## src/rtl/mesh_rx_arb_if.sv

```systemverilog
// Bundle of link-side and receive-side signals for mesh_rx_arb.
//   in_vld/in_rdy/in_qos : per-link handshake and QoS bit (N_IN wide)
//   in_type/in_src/in_tgt/in_data : per-link fields, link i at [i*W +: W]
//   out_vld/out_rdy      : FIFO head handshake toward the node receive logic
//   out_qos/out_type/out_src/out_tgt/out_data/out_port : FIFO head fields
//   fifo_cnt             : FIFO occupancy 0..2
// Modports: master = environment (links + consumer), slave = the arbiter.
interface mesh_rx_arb_if #(
  parameter int unsigned N_IN   = 7,
  parameter int unsigned TYPE_W = 2,
  parameter int unsigned ID_W   = 6,
  parameter int unsigned FLIT_W = 64
);
  logic [N_IN-1:0]        in_vld;
  logic [N_IN-1:0]        in_rdy;
  logic [N_IN-1:0]        in_qos;
  logic [N_IN*TYPE_W-1:0] in_type;
  logic [N_IN*ID_W-1:0]   in_src;
  logic [N_IN*ID_W-1:0]   in_tgt;
  logic [N_IN*FLIT_W-1:0] in_data;
  logic                   out_vld;
  logic                   out_rdy;
  logic                   out_qos;
  logic [TYPE_W-1:0]      out_type;
  logic [ID_W-1:0]        out_src;
  logic [ID_W-1:0]        out_tgt;
  logic [FLIT_W-1:0]      out_data;
  logic [2:0]             out_port;
  logic [1:0]             fifo_cnt;

  modport master (
    output in_vld, in_qos, in_type, in_src, in_tgt, in_data, out_rdy,
    input  in_rdy, out_vld, out_qos, out_type, out_src, out_tgt, out_data,
           out_port, fifo_cnt
  );

  modport slave (
    input  in_vld, in_qos, in_type, in_src, in_tgt, in_data, out_rdy,
    output in_rdy, out_vld, out_qos, out_type, out_src, out_tgt, out_data,
           out_port, fifo_cnt
  );
endinterface

```

## src/rtl/mesh_rx_arb.sv

```systemverilog
// Per-node ingress arbiter for one mesh axis. Picks one of N_IN links per
// cycle (high-QoS class first, round-robin within class) and queues the
// winner in a 2-entry FIFO whose head drives the out_* fields.
// Ports:
//   clk   : clock
//   rst_n : asynchronous active-low reset
//   bus   : mesh_rx_arb_if.slave (link inputs, grants, FIFO head, fifo_cnt)
// Optional feature: define MESH_RX_QOS_AGING_EN to promote a low-QoS link
// into the high class after it has waited AGE_LIMIT cycles.
// in_rdy is combinational from in_vld/in_qos and registered state only.
module mesh_rx_arb #(
  parameter int unsigned N_IN      = 7,
  parameter int unsigned TYPE_W    = 2,
  parameter int unsigned ID_W      = 6,
  parameter int unsigned FLIT_W    = 64,
  parameter int unsigned AGE_LIMIT = 15
) (
  input logic           clk,
  input logic           rst_n,
  mesh_rx_arb_if.slave  bus
);

  localparam int unsigned PTR_W  = (N_IN > 1) ? $clog2(N_IN) : 1;
  localparam int unsigned PORT_W = 3;

  typedef struct packed {
    logic              qos;
    logic [TYPE_W-1:0] typ;
    logic [ID_W-1:0]   src;
    logic [ID_W-1:0]   tgt;
    logic [FLIT_W-1:0] data;
    logic [PORT_W-1:0] port;
  } pkt_t;

  logic [PTR_W-1:0] ptr_hi;
  logic [PTR_W-1:0] ptr_lo;
  logic [PTR_W-1:0] ptr_sel;
  logic [PTR_W-1:0] win;
  logic [PTR_W-1:0] ptr_inc;
  logic [N_IN-1:0]  aged;
  logic [N_IN-1:0]  hi;
  logic [N_IN-1:0]  lo;
  logic [N_IN-1:0]  req;
  logic             use_hi;
  logic             found;
  logic             space;
  logic             push;
  logic             pop;
  logic [1:0]       cnt;
  logic [1:0]       cnt_nxt;
  logic             vld_q;
  pkt_t             head;
  pkt_t             tail;
  pkt_t             in_pkt;
  int unsigned      idx;

  // Age counters promote waiting low-QoS links into the high class.
`ifdef MESH_RX_QOS_AGING_EN
  localparam int unsigned AGE_W = (AGE_LIMIT > 0) ? $clog2(AGE_LIMIT + 1) : 1;

  logic [AGE_W-1:0] age [N_IN];

  always_ff @(posedge clk or negedge rst_n) begin
    if (!rst_n) begin
      for (int unsigned i = 0; i < N_IN; i++) begin
        age[i] <= '0;
      end
    end else begin
      for (int unsigned i = 0; i < N_IN; i++) begin
        if (!bus.in_vld[PTR_W'(i)] || bus.in_rdy[PTR_W'(i)]) begin
          age[i] <= '0;
        end else if (!bus.in_qos[PTR_W'(i)] && (age[i] != AGE_W'(AGE_LIMIT))) begin
          age[i] <= age[i] + 1'b1;
        end
      end
    end
  end

  always_comb begin
    aged = '0;
    for (int unsigned i = 0; i < N_IN; i++) begin
      aged[PTR_W'(i)] = (age[i] == AGE_W'(AGE_LIMIT));
    end
  end
`else
  // No promotion: strict QoS priority, AGE_LIMIT has no effect here.
  assign aged = {N_IN{1'b0}} & {N_IN{AGE_LIMIT != 0}};
`endif

  // Class selection and round-robin search from the class pointer.
  always_comb begin
    hi      = bus.in_vld & (bus.in_qos | aged);
    lo      = bus.in_vld & ~bus.in_qos & ~aged;
    use_hi  = |hi;
    req     = use_hi ? hi : lo;
    ptr_sel = use_hi ? ptr_hi : ptr_lo;
    win     = '0;
    found   = 1'b0;
    idx     = 0;
    for (int unsigned k = 0; k < N_IN; k++) begin
      idx = (32'(ptr_sel) + k) % N_IN;
      if (!found && req[PTR_W'(idx)]) begin
        found = 1'b1;
        win   = PTR_W'(idx);
      end
    end
  end

  // Grants are withheld during reset and whenever the FIFO is full.
  assign space      = rst_n && (cnt != 2'd2);
  assign bus.in_rdy = (space && found) ? (N_IN'(1) << win) : '0;
  assign push       = |bus.in_rdy;
  assign pop        = vld_q && bus.out_rdy;
  assign ptr_inc    = (win == PTR_W'(N_IN - 1)) ? '0 : win + 1'b1;
  assign cnt_nxt    = cnt + 2'(push) - 2'(pop);

  // Winner's fields gathered into the FIFO entry format.
  always_comb begin
    in_pkt      = '0;
    in_pkt.port = PORT_W'(win);
    for (int unsigned i = 0; i < N_IN; i++) begin
      if (win == PTR_W'(i)) begin
        in_pkt.qos  = bus.in_qos[PTR_W'(i)];
        in_pkt.typ  = bus.in_type[i*TYPE_W +: TYPE_W];
        in_pkt.src  = bus.in_src[i*ID_W +: ID_W];
        in_pkt.tgt  = bus.in_tgt[i*ID_W +: ID_W];
        in_pkt.data = bus.in_data[i*FLIT_W +: FLIT_W];
      end
    end
  end

  // Round-robin pointers: only the class that won advances.
  always_ff @(posedge clk or negedge rst_n) begin
    if (!rst_n) begin
      ptr_hi <= '0;
      ptr_lo <= '0;
    end else if (push) begin
      if (use_hi) begin
        ptr_hi <= ptr_inc;
      end else begin
        ptr_lo <= ptr_inc;
      end
    end
  end

  // Two-entry FIFO: head is the output register, tail holds the second entry.
  // Head keeps its last value when the FIFO drains.
  always_ff @(posedge clk or negedge rst_n) begin
    if (!rst_n) begin
      head  <= '0;
      tail  <= '0;
      cnt   <= '0;
      vld_q <= 1'b0;
    end else begin
      if (pop && (cnt == 2'd2)) begin
        head <= tail;
      end
      if (push) begin
        if ((cnt == 2'd0) || ((cnt == 2'd1) && pop)) begin
          head <= in_pkt;
        end else begin
          tail <= in_pkt;
        end
      end
      cnt   <= cnt_nxt;
      vld_q <= (cnt_nxt != 2'd0);
    end
  end

  assign bus.out_vld  = vld_q;
  assign bus.fifo_cnt = cnt;
  assign bus.out_qos  = head.qos;
  assign bus.out_type = head.typ;
  assign bus.out_src  = head.src;
  assign bus.out_tgt  = head.tgt;
  assign bus.out_data = head.data;
  assign bus.out_port = head.port;

endmodule

```

## src/flat_wrapper.sv

```systemverilog
// flat-port wrapper written by rule: the top's interface ports become plain ports
module mesh_rx_arb_flat 
#(
  parameter int unsigned N_IN      = 7,
  parameter int unsigned TYPE_W    = 2,
  parameter int unsigned ID_W      = 6,
  parameter int unsigned FLIT_W    = 64,
  parameter int unsigned AGE_LIMIT = 15
)
  (clk, rst_n, bus_in_vld, bus_in_qos, bus_in_type, bus_in_src, bus_in_tgt, bus_in_data, bus_out_rdy, bus_in_rdy, bus_out_vld, bus_out_qos, bus_out_type, bus_out_src, bus_out_tgt, bus_out_data, bus_out_port, bus_fifo_cnt);
  mesh_rx_arb_if #(.N_IN(N_IN), .TYPE_W(TYPE_W), .ID_W(ID_W), .FLIT_W(FLIT_W)) bus_i ();
  input logic clk;
  input logic rst_n;
  input wire logic [$bits(bus_i.in_vld)-1:0] bus_in_vld;
  input wire logic [$bits(bus_i.in_qos)-1:0] bus_in_qos;
  input wire logic [$bits(bus_i.in_type)-1:0] bus_in_type;
  input wire logic [$bits(bus_i.in_src)-1:0] bus_in_src;
  input wire logic [$bits(bus_i.in_tgt)-1:0] bus_in_tgt;
  input wire logic [$bits(bus_i.in_data)-1:0] bus_in_data;
  input wire logic [$bits(bus_i.out_rdy)-1:0] bus_out_rdy;
  output wire logic [$bits(bus_i.in_rdy)-1:0] bus_in_rdy;
  output wire logic [$bits(bus_i.out_vld)-1:0] bus_out_vld;
  output wire logic [$bits(bus_i.out_qos)-1:0] bus_out_qos;
  output wire logic [$bits(bus_i.out_type)-1:0] bus_out_type;
  output wire logic [$bits(bus_i.out_src)-1:0] bus_out_src;
  output wire logic [$bits(bus_i.out_tgt)-1:0] bus_out_tgt;
  output wire logic [$bits(bus_i.out_data)-1:0] bus_out_data;
  output wire logic [$bits(bus_i.out_port)-1:0] bus_out_port;
  output wire logic [$bits(bus_i.fifo_cnt)-1:0] bus_fifo_cnt;
  assign bus_i.in_vld = bus_in_vld;
  assign bus_i.in_qos = bus_in_qos;
  assign bus_i.in_type = bus_in_type;
  assign bus_i.in_src = bus_in_src;
  assign bus_i.in_tgt = bus_in_tgt;
  assign bus_i.in_data = bus_in_data;
  assign bus_i.out_rdy = bus_out_rdy;
  assign bus_in_rdy = bus_i.in_rdy;
  assign bus_out_vld = bus_i.out_vld;
  assign bus_out_qos = bus_i.out_qos;
  assign bus_out_type = bus_i.out_type;
  assign bus_out_src = bus_i.out_src;
  assign bus_out_tgt = bus_i.out_tgt;
  assign bus_out_data = bus_i.out_data;
  assign bus_out_port = bus_i.out_port;
  assign bus_fifo_cnt = bus_i.fifo_cnt;
  mesh_rx_arb #(.N_IN(N_IN), .TYPE_W(TYPE_W), .ID_W(ID_W), .FLIT_W(FLIT_W), .AGE_LIMIT(AGE_LIMIT)) u_core (.clk(clk), .rst_n(rst_n), .bus(bus_i));
endmodule
```

## config.mk

```make
export PLATFORM = sky130hd
export DESIGN_NAME = mesh_rx_arb_flat
export DESIGN_NICKNAME = d
export VERILOG_FILES = /design/src/rtl/mesh_rx_arb_if.sv /design/src/rtl/mesh_rx_arb.sv /design/src/flat_wrapper.sv
export SDC_FILE = /design/constraint.sdc
export NUM_CORES = 1
export LEC_CHECK = 0
export CORE_AREA = 2 2 251 253
export CTS_BUF_LIST = sky130_fd_sc_hd__clkbuf_4 sky130_fd_sc_hd__clkbuf_8 sky130_fd_sc_hd__clkbuf_16
export CTS_CLUSTER_SIZE = 30
export DETAILED_ROUTE_END_ITERATION = 7
export DIE_AREA = 0 0 253 255
export PLACE_DENSITY_LB_ADDON = 0.05
export SYNTH_ARGS = -nofsm -noshare
export SYNTH_HDL_FRONTEND = slang
export SYNTH_SLANG_ARGS = --single-unit
```

## constraint.sdc

```tcl
create_clock -name clk -period 11.55 [get_ports clk]
set_input_delay 2.31 -clock clk [delete_from_list [all_inputs] [get_ports clk]]
set_output_delay 2.31 -clock clk [all_outputs]
set_load 0.02 [all_outputs]
```

### Yosys cells after proc, flatten, opt, wreduce, memory -nomap -nowiden

Index checks and enable logic that the tools add are counted.

* bitwise operators: 5
* shift-type cells: 1
* reductions and logical operators: 26
* div/mod/pow operators: 7
* multiplexer cells: 42
* eq/ne operators: 9
* magnitude comparators: 7
* add/subtract/negate cells: 9

Operators with widths (count)
* 79-bit two-way mux: 7
* 82-bit two-way mux: 3
* 32-bit by 3-bit modulo with 32-bit output (second input constant): 6
* 3-bit by 3-bit modulo with 32-bit output (second input constant): 1
* 3-bit by 4-bit less-than comparator with 1-bit output (second input constant): 7
* 3-bit two-way mux: 9
* 1-bit binary-select mux with 3-bit select: 7
* 7-bit bitwise AND: 2
* 1-bit two-way mux: 14
* 7-bit two-way mux: 2
* 7-bit OR reduction: 2
* 3-bit by 3-bit adder with 4-bit output (second input constant): 3
* 1-bit logical AND: 11
* 3-bit == test (second input constant): 3
* 3-bit by 2-bit adder with 4-bit output (second input constant): 2
* 7-bit NOT: 1
* 1-bit by 3-bit left shift with 7-bit output (first input constant): 1
* 3-bit by 2-bit == test with 1-bit output (second input constant): 2
* 1-bit logical NOT: 6
* 2-bit AND reduction: 3
* 3-bit by 1-bit adder with 4-bit output (second input constant): 1
* 3-bit by 1-bit adder with 3-bit output (second input constant): 1
* 3-bit by 1-bit == test with 1-bit output (second input constant): 1
* 3-bit logical NOT: 1
* 9 further kinds: 10

* word-level logic and storage cells: 122
* register bits: 173
* bits of input ports: 563
* output and inout bits: 92

### Depth between registers and ports, before layout

Gate-level depths: netlist of run 1.

* depth after elaboration: 35
* mapped depth: 34
* depth with buffers taken out: 27

### Worst setup path after synthesis of run 1

No wires, ideal clock.

* path kind: input port to output port
* start point: input bus_in_qos[3]
* end point: output bus_in_rdy[5]
* cell stages on the path: 28
* arrival: 8.526 ns
* buffers on the path: 6
* data required time: 9.240 ns
* path slack: 0.714 ns
* path through: buf_6 -> a222oi_1 -> and3_1 -> buf_4 -> a21o_1 -> buf_2 -> ha_1 -> inv_1 -> ha_1 -> clkbuf_1 -> inv_1 -> ha_1 -> ha_1 -> nor4bb_1 -> a31oi_1 -> mux2_2 -> o21ai_1 -> nand2_1 -> a2111oi_4 -> nor2_1 -> o311a_1 -> a221oi_2 -> nor2_2 -> nor2_1 -> o21ai_0 -> buf_2 -> clkbuf_1 -> nor2_1

* longest elaborated chain between the ends: 27
* elaborated cells between the ends (all ways): 62
* those cells by class: 6 x add/sub; 7 x div; 1 x shift; 31 x mux; 3 x bitwise; 14 x reduce/logical

RTL lines
* start, declared: RTL line flat_wrapper.sv:15 `input wire logic [$bits(bus_i.in_qos)-1:0] bus_in_qos;`
* parallel branches: the longest is 26 deep, another holds 32-bit by 3-bit modulo with 32-bit output
* 7-bit two-way mux (*): RTL line mesh_rx_arb.sv:111 `assign bus.in_rdy = (space && found) ? (N_IN'(1) << win) : '0;`
* end, declared: RTL line flat_wrapper.sv:21 `output wire logic [$bits(bus_i.in_rdy)-1:0] bus_in_rdy;`

Every way passes the cells marked *. The select of a mux whose other input is x is not followed.

### Worst setup path in the final report of run 1

* start point: input bus_in_qos[1]
* end point: output bus_in_rdy[3]

Same word-level chain as after synthesis.

==> flow_summary_export.csv, run 1 <==
group,metric,value,unit
status,status,"completed",
logic_synthesis,synth_top_family_by_area,"compound AO/OA/AOI/OAI gates",
logic_synthesis,synth_compound_area_frac,0.359,
setup_path,worstPathArrival,9.00,ns
logic_synthesis,yosysSeqAreaShare,0.283,
clocking,cts_buffer_depth,2,
timing,hold_viol,0,
detailed_routing,drc_errors,0,
grt,antenna_found_initial,13,
detailed_routing,via_count,17453,
logic_synthesis,synthFlopType,"dfrtp_1",
grt,grt_max_degree,67,
setup_path,required,9.24,ns
setup_path,critical-path-top-delay-family,"compound AO/OA/AOI/OAI gates",
clocking,post-cts-setup-buffers,0,
timing,rsz0062_at_grt,"no",
timing,drv_slew,0,
clocking,clk_pin_slew,0.07,ns
timing,setup_viol,0,
clocking,htreeDepth,4,
cells_and_area,final_cell_mix,"clkdlybuf4s50_1 (652), nand2_1 (195), dfrtp_1 (173)",
detailed_routing,wl_per_cell,26.9,µm
logic_synthesis,synth_xor_xnor_area_share,0.00515,
place,io_buffers,654,
setup_path,max_stage_delay,0.63,ns
grt,gr-total-overflow,0,
logic_synthesis,yosys.area_share.simple,0.141,
grt,grt_pass1_vias,16688,
floorplan,row_count,92,
logic_synthesis,synthArstFlopShare,1.00,
cells_and_area,register_area,0.00433,mm²
detailed_routing,vias_per_cell,5.48,
floorplan,die_y,255,µm
setup_path,worstSetupEndpointType,"output pin",
flow_run,drv_cap,0,
setup_path,critPathLaunchType,"input port",
cells_and_area,multi_input_area,0.0102,mm²
logic_synthesis,synth_cell_type_count,99,
place,hpwl,63.5,mm
grt,track_usage,0.252,
timing,tns,0,ns
detailed_routing,drtAntennaViolNets,0,
logic_synthesis,yosysWarnings,0,
clocking,clock_latency,0.48,ns
cells_and_area,drive_gt1_frac,0.0899,
floorplan,dieArea,0.0645,mm²
timing,fin_skew,0.00791,ns
timing,slew_headroom,0.199,
setup_path,cp_common_cell,"nor2_1",
timing,max_slew.worst_pin.slew,1.20,ns
logic_synthesis,synth_nets,2389,
setup_path,slowest_stage,"clkdlybuf4s50_1",
logic_synthesis,syn_area_per_cell,8.50,µm²
cells_and_area,utilization,0.375,
logic_synthesis,synthCells,1802,
timing,period_needed,11.31,ns
cells_and_area,area_delta_synth_final,52.3,%
clocking,cts-root-buf,"clkbuf_16",
grt,grt_pass1_wl,120,mm
floorplan,pin_count,655,
cells_and_area,nNetsFinal,2955,
setup_path,cp_max_fo,13,
floorplan,initial_utilization,0.246,
logic_synthesis,ys_ff_latch,173,
detailed_routing,first_iter_violations,1384,
hold_path,hold_path_class,"flip-flop to flip-flop",
timing,fmaxAchievable,0.0884,GHz
logic_synthesis,syn_area,0.0153,mm²
setup_path,path_buf_inv,5,
setup_path,crit_type,"input port to output pin",
detailed_routing,wirelength,85.5,mm
detailed_routing,drt-pass1-iter-count,7,
place,gp_congestion,0.903,
place,postPlaceCellArea,0.0227,mm²
logic_synthesis,synth.mux.area_fraction,0.134,
clocking,cts_tree,"yes",
floorplan,core_area,0.0622,mm²
clocking,cts_sinks,173,
logic_synthesis,synth_edf_count,0,
timing,period_share,0.979,
cells_and_area,layout_commonest_cell,"clkdlybuf4s50_1",
cells_and_area,nFillCells,6402,
floorplan,die_x,253,µm
logic_synthesis,yosys.area_share.adder,0.0196,
clocking,cts_made_buffers,17,
clocking,cts_resized,0,
clocking,hold_buffers,0,
cells_and_area,final_area,0.0233,mm²
## sequential cells by signal, indices dropped and copies added, names as in the netlist
signal / count
u_core.bus.out_src: 6
u_core.bus.out_type: 2
u_core.bus.out_qos: 1
u_core.bus.fifo_cnt: 2
u_core.bus.out_vld: 1
u_core.bus.out_port: 3
u_core.ptr_hi: 3
u_core.tail: 82
u_core.bus.out_tgt: 6
u_core.bus.out_data: 64
u_core.ptr_lo: 3
## through the flow
| step | cells | hold slack (ns) | worst slack, ns |
|---|---|---|---|
| after floorplan | 1802 | 0.449 | 0.714 |
| after global placement | 3148 | 0.468 | 0.406 |
| after detailed placement | 3148 | 0.475 | 0.296 |
| after CTS | 3179 | 0.492 | 0.270 |
| after global routing | 3181 | 0.509 | 0.0325 |
| final | 3185 | 0.490 | 0.242 |
## synth_stat cells (35+ instances only)
master | number | area [µm²]
clkbuf_1 | 98 | 368
a211oi_1 | 45 | 338
mux2_2 | 41 | 462
o221a_1 | 35 | 394
a2bb2oi_1 | 53 | 464
nand2_1 | 197 | 739
o221ai_1 | 45 | 394
o21ai_0 | 149 | 746
o22ai_1 | 71 | 444
o2bb2ai_1 | 63 | 552
nor2_1 | 153 | 574
dfrtp_1 | 173 | 4330
buf_2 | 58 | 290
a211o_1 | 39 | 342
mux2i_1 | 155 | 1550
## worst paths after layout
check / startpoint / endpoint / slack, ns / depth (start not counted)
min: u_core.tail[1]$_DFFE_PN0P_ / u_core.tail[1]$_DFFE_PN0P_ / 0.49 / 2
max reg2reg: u_core.ptr_hi[2]$_DFFE_PN0P_ / u_core.bus.out_src[4]$_DFF_PN0_ / 3.46 / 26
min reg2reg: u_core.tail[1]$_DFFE_PN0P_ / u_core.tail[1]$_DFFE_PN0P_ / 0.49 / 2
max: bus_in_qos[1] / bus_in_rdy[3] / 0.24 / 26
min in group asynchronous: rst_n / u_core.bus.out_data[41]$_DFF_PN0_ / 1.77 / 1
max in group asynchronous: rst_n / u_core.tail[23]$_DFFE_PN0P_ / 8.43 / 2
## kinds of logic after synthesis
family,Yosys count
adders and majority gates,24
AOI/OAI and AO/OA,720
DFF,173
and+or+nand+nor,472
muxes,199
xor gates and xnor gates,9
buffers and inverters,205
## tightest hold or removal path, stage by stage (launching register included)
cell and delay, ns:
dfrtp_1 0.35, nand2_1 0.04, o21ai_0 0.06
## cell type report
| cell class | count | share of cell area |
|---|---|---|
| inverters | 34 | 0.00547 |
| diodes | 6 | 0.000644 |
| flip-flops and latches | 173 | 0.186 |
| repair buffers | 718 | 0.303 |
| well taps | 799 | 0.0429 |
| clock inverters | 10 | 0.00488 |
| clock buffers | 21 | 0.0201 |
| multi-input cells | 1424 | 0.437 |
## routing by layer
layer	part of all wire	track usage	vias up	wire length (µm)
li1	-	-	8118	-
met1	0.42	0.320	8601	35800
met2	0.49	0.429	657	41900
met3	0.077	0.0670	63	6600
met4	0.013	0.0512	14	1110
met5	0.0011	0	-	98
Power of run 1 is not shown: default switching activity piles up to over one toggle a cycle in this logic, so the estimate is an artifact.
==> run 2: changes to the inputs <==
Settings changed: REMOVE_ABC_BUFFERS set to 1.
==> flow_summary_export.csv, run 2 (synthesis gave the netlist of run 1 again) <==
group,metric,value,unit
timing,fin_skew,0.0184,ns
floorplan,core_area,0.0622,mm²
detailed_routing,drc_errors,0,
clocking,clock_latency,0.47,ns
detailed_routing,wirelength,85.4,mm
cells_and_area,final_cell_count_no_fill,3198,
detailed_routing,vias_per_cell,5.49,
clocking,cts_sinks,173,
cells_and_area,drive_gt1_frac,0.0952,
timing,setup_viol,0,
cells_and_area,multi_input_area,0.0102,mm²
place,io_buffers,654,
floorplan,pin_count,655,
floorplan,die_y,255,µm
hold_path,hold_path_class,"flip-flop to flip-flop",
place,placed_cells,3161,
timing,period_needed,11.18,ns
grt,antenna_found_initial,15,
clocking,clk_pin_slew,0.07,ns
grt,gr-total-overflow,0,
timing,rsz0062_at_grt,"no",
cells_and_area,nNetsFinal,2969,
timing,period_share,0.968,
place,gp_congestion,0.913,
timing,tns,0,ns
timing,fmaxAchievable,0.0894,GHz
floorplan,dieArea,0.0645,mm²
grt,grt_pass1_wl,120,mm
cells_and_area,layout_commonest_cell,"clkdlybuf4s50_1",
setup_path,cp_max_fo,14,
setup_path,crit_type,"input port to output pin",
flow_run,drv_cap,0,
cells_and_area,nFillCells,6381,
detailed_routing,drt-pass1-iter-count,5,
detailed_routing,first_iter_violations,1248,
clocking,cts_tree,"yes",
cells_and_area,final_cell_mix,"clkdlybuf4s50_1 (653), nand2_1 (195), dfrtp_1 (173)",
timing,drv_slew,0,
detailed_routing,via_count,17544,
timing,max_slew.worst_pin.slew,1.03,ns
detailed_routing,drtAntennaViolNets,0,
timing,slew_headroom,0.311,
clocking,cts_buffer_depth,2,
status,status,"completed",
cells_and_area,largest_register_ffs,82,
cells_and_area,top_register,"u_core.tail",
grt,grt_max_degree,76,
cells_and_area,register_area,0.00433,mm²
clocking,htreeDepth,4,
cells_and_area,utilization,0.378,
floorplan,row_count,92,
cells_and_area,area_delta_synth_final,53.3,%
setup_path,critPathLaunchType,"input port",
floorplan,initial_utilization,0.246,
setup_path,required,9.24,ns
place,postPlaceCellArea,0.0228,mm²
setup_path,worstPathArrival,8.87,ns
clocking,cts_made_buffers,17,
timing,hold_viol,0,
floorplan,die_x,253,µm
place,hpwl,64.0,mm
detailed_routing,wl_per_cell,26.7,µm
grt,grt_pass1_vias,16999,
cells_and_area,final_area,0.0235,mm²
setup_path,worstSetupEndpointType,"output pin",
grt,track_usage,0.250,
clocking,cts-root-buf,"clkbuf_16",
clocking,hold_buffers,0,
## run 2: cell count changes in the layout (fill, tap and decap cells not counted), moves of 2 or more
cell,change
diode_2,-2
a22oi_2,-2
inv_8,+2
a22oi_1,+2
clkinv_2,-3
buf_4,+13
## run 2: routing by layer
metal / share of wire / vias up / track usage
met4: 0.014 / 22 / 0.0462
met2: 0.50 / 657 / 0.442
li1: - / 8137 / -
met3: 0.078 / 73 / 0.0672
met5: 0.0017 / - / 0
met1: 0.40 / 8655 / 0.306
## run 2: worst max-delay path, stage by stage
cell and delay [ns]:
clkdlybuf4s50_1 0.54, a222oi_1 0.31, buf_4 0.27, and3_1 0.26, a21o_1 0.18, ha_1 0.18, inv_1 0.05, ha_1 0.28
buf_4 0.20, ha_1 0.20, ha_1 0.27, and3b_1 0.24, a211oi_1 0.08, o21ai_0 0.16, and3_1 0.39, mux2_1 0.35
mux2_2 0.29, mux2_2 0.29, o31a_1 0.33, a221oi_2 0.35, nor2_2 0.16, nor2_1 0.19, ha_4 0.15, inv_1 0.09
nor2_1 0.12, clkdlybuf4s50_1 0.61
## run 2: area by class of cell
type,count,share of cell area
multi-input cells,1424,0.435
repair buffers,732,0.306
flip-flops and latches,173,0.184
well taps,799,0.0426
clock buffers,20,0.0196
clock inverters,12,0.00661
inverters,34,0.00544
diodes,4,0.000427
## run 2: final timing paths
| kind | start | endpoint | cells after the start | slack, ns |
|---|---|---|---|---|
| setup / recovery | bus_in_vld[6] | bus_in_rdy[3] | 26 | 0.37 |
| hold / removal | u_core.tail[2]$_DFFE_PN0P_ | u_core.tail[2]$_DFFE_PN0P_ | 2 | 0.48 |
| setup reg to reg | u_core.ptr_hi[0]$_DFFE_PN0P_ | u_core.tail[48]$_DFFE_PN0P_ | 29 | 3.26 |
| hold reg to reg | u_core.tail[2]$_DFFE_PN0P_ | u_core.tail[2]$_DFFE_PN0P_ | 2 | 0.48 |
| max in group asynchronous | rst_n | u_core.tail[34]$_DFFE_PN0P_ | 2 | 8.31 |
| min in group asynchronous | rst_n | u_core.tail[77]$_DFFE_PN0P_ | 1 | 1.90 |
## run 2: metrics by stage
| step | setup WS (ns) | hold WS [ns] |
|---|---|---|
| 6_report | 0.370 | 0.481 |
| 5_1_grt | 0.0377 | 0.510 |
| 3_5_place_dp | 0.0455 | 0.471 |
| 3_3_place_gp | 0.163 | 0.471 |
| 4_1_cts | 0.0275 | 0.489 |
| 2_1_floorplan | -2.49 | 0.449 |
## run 2: what timing repair did
item                       4_1_cts  5_1_grt
setup endpoints to repair        0        7
resized for setup                0        5
setup buffers                    0        1
hold endpoints to repair         0        0
Power of run 2 is left out for the same reason.
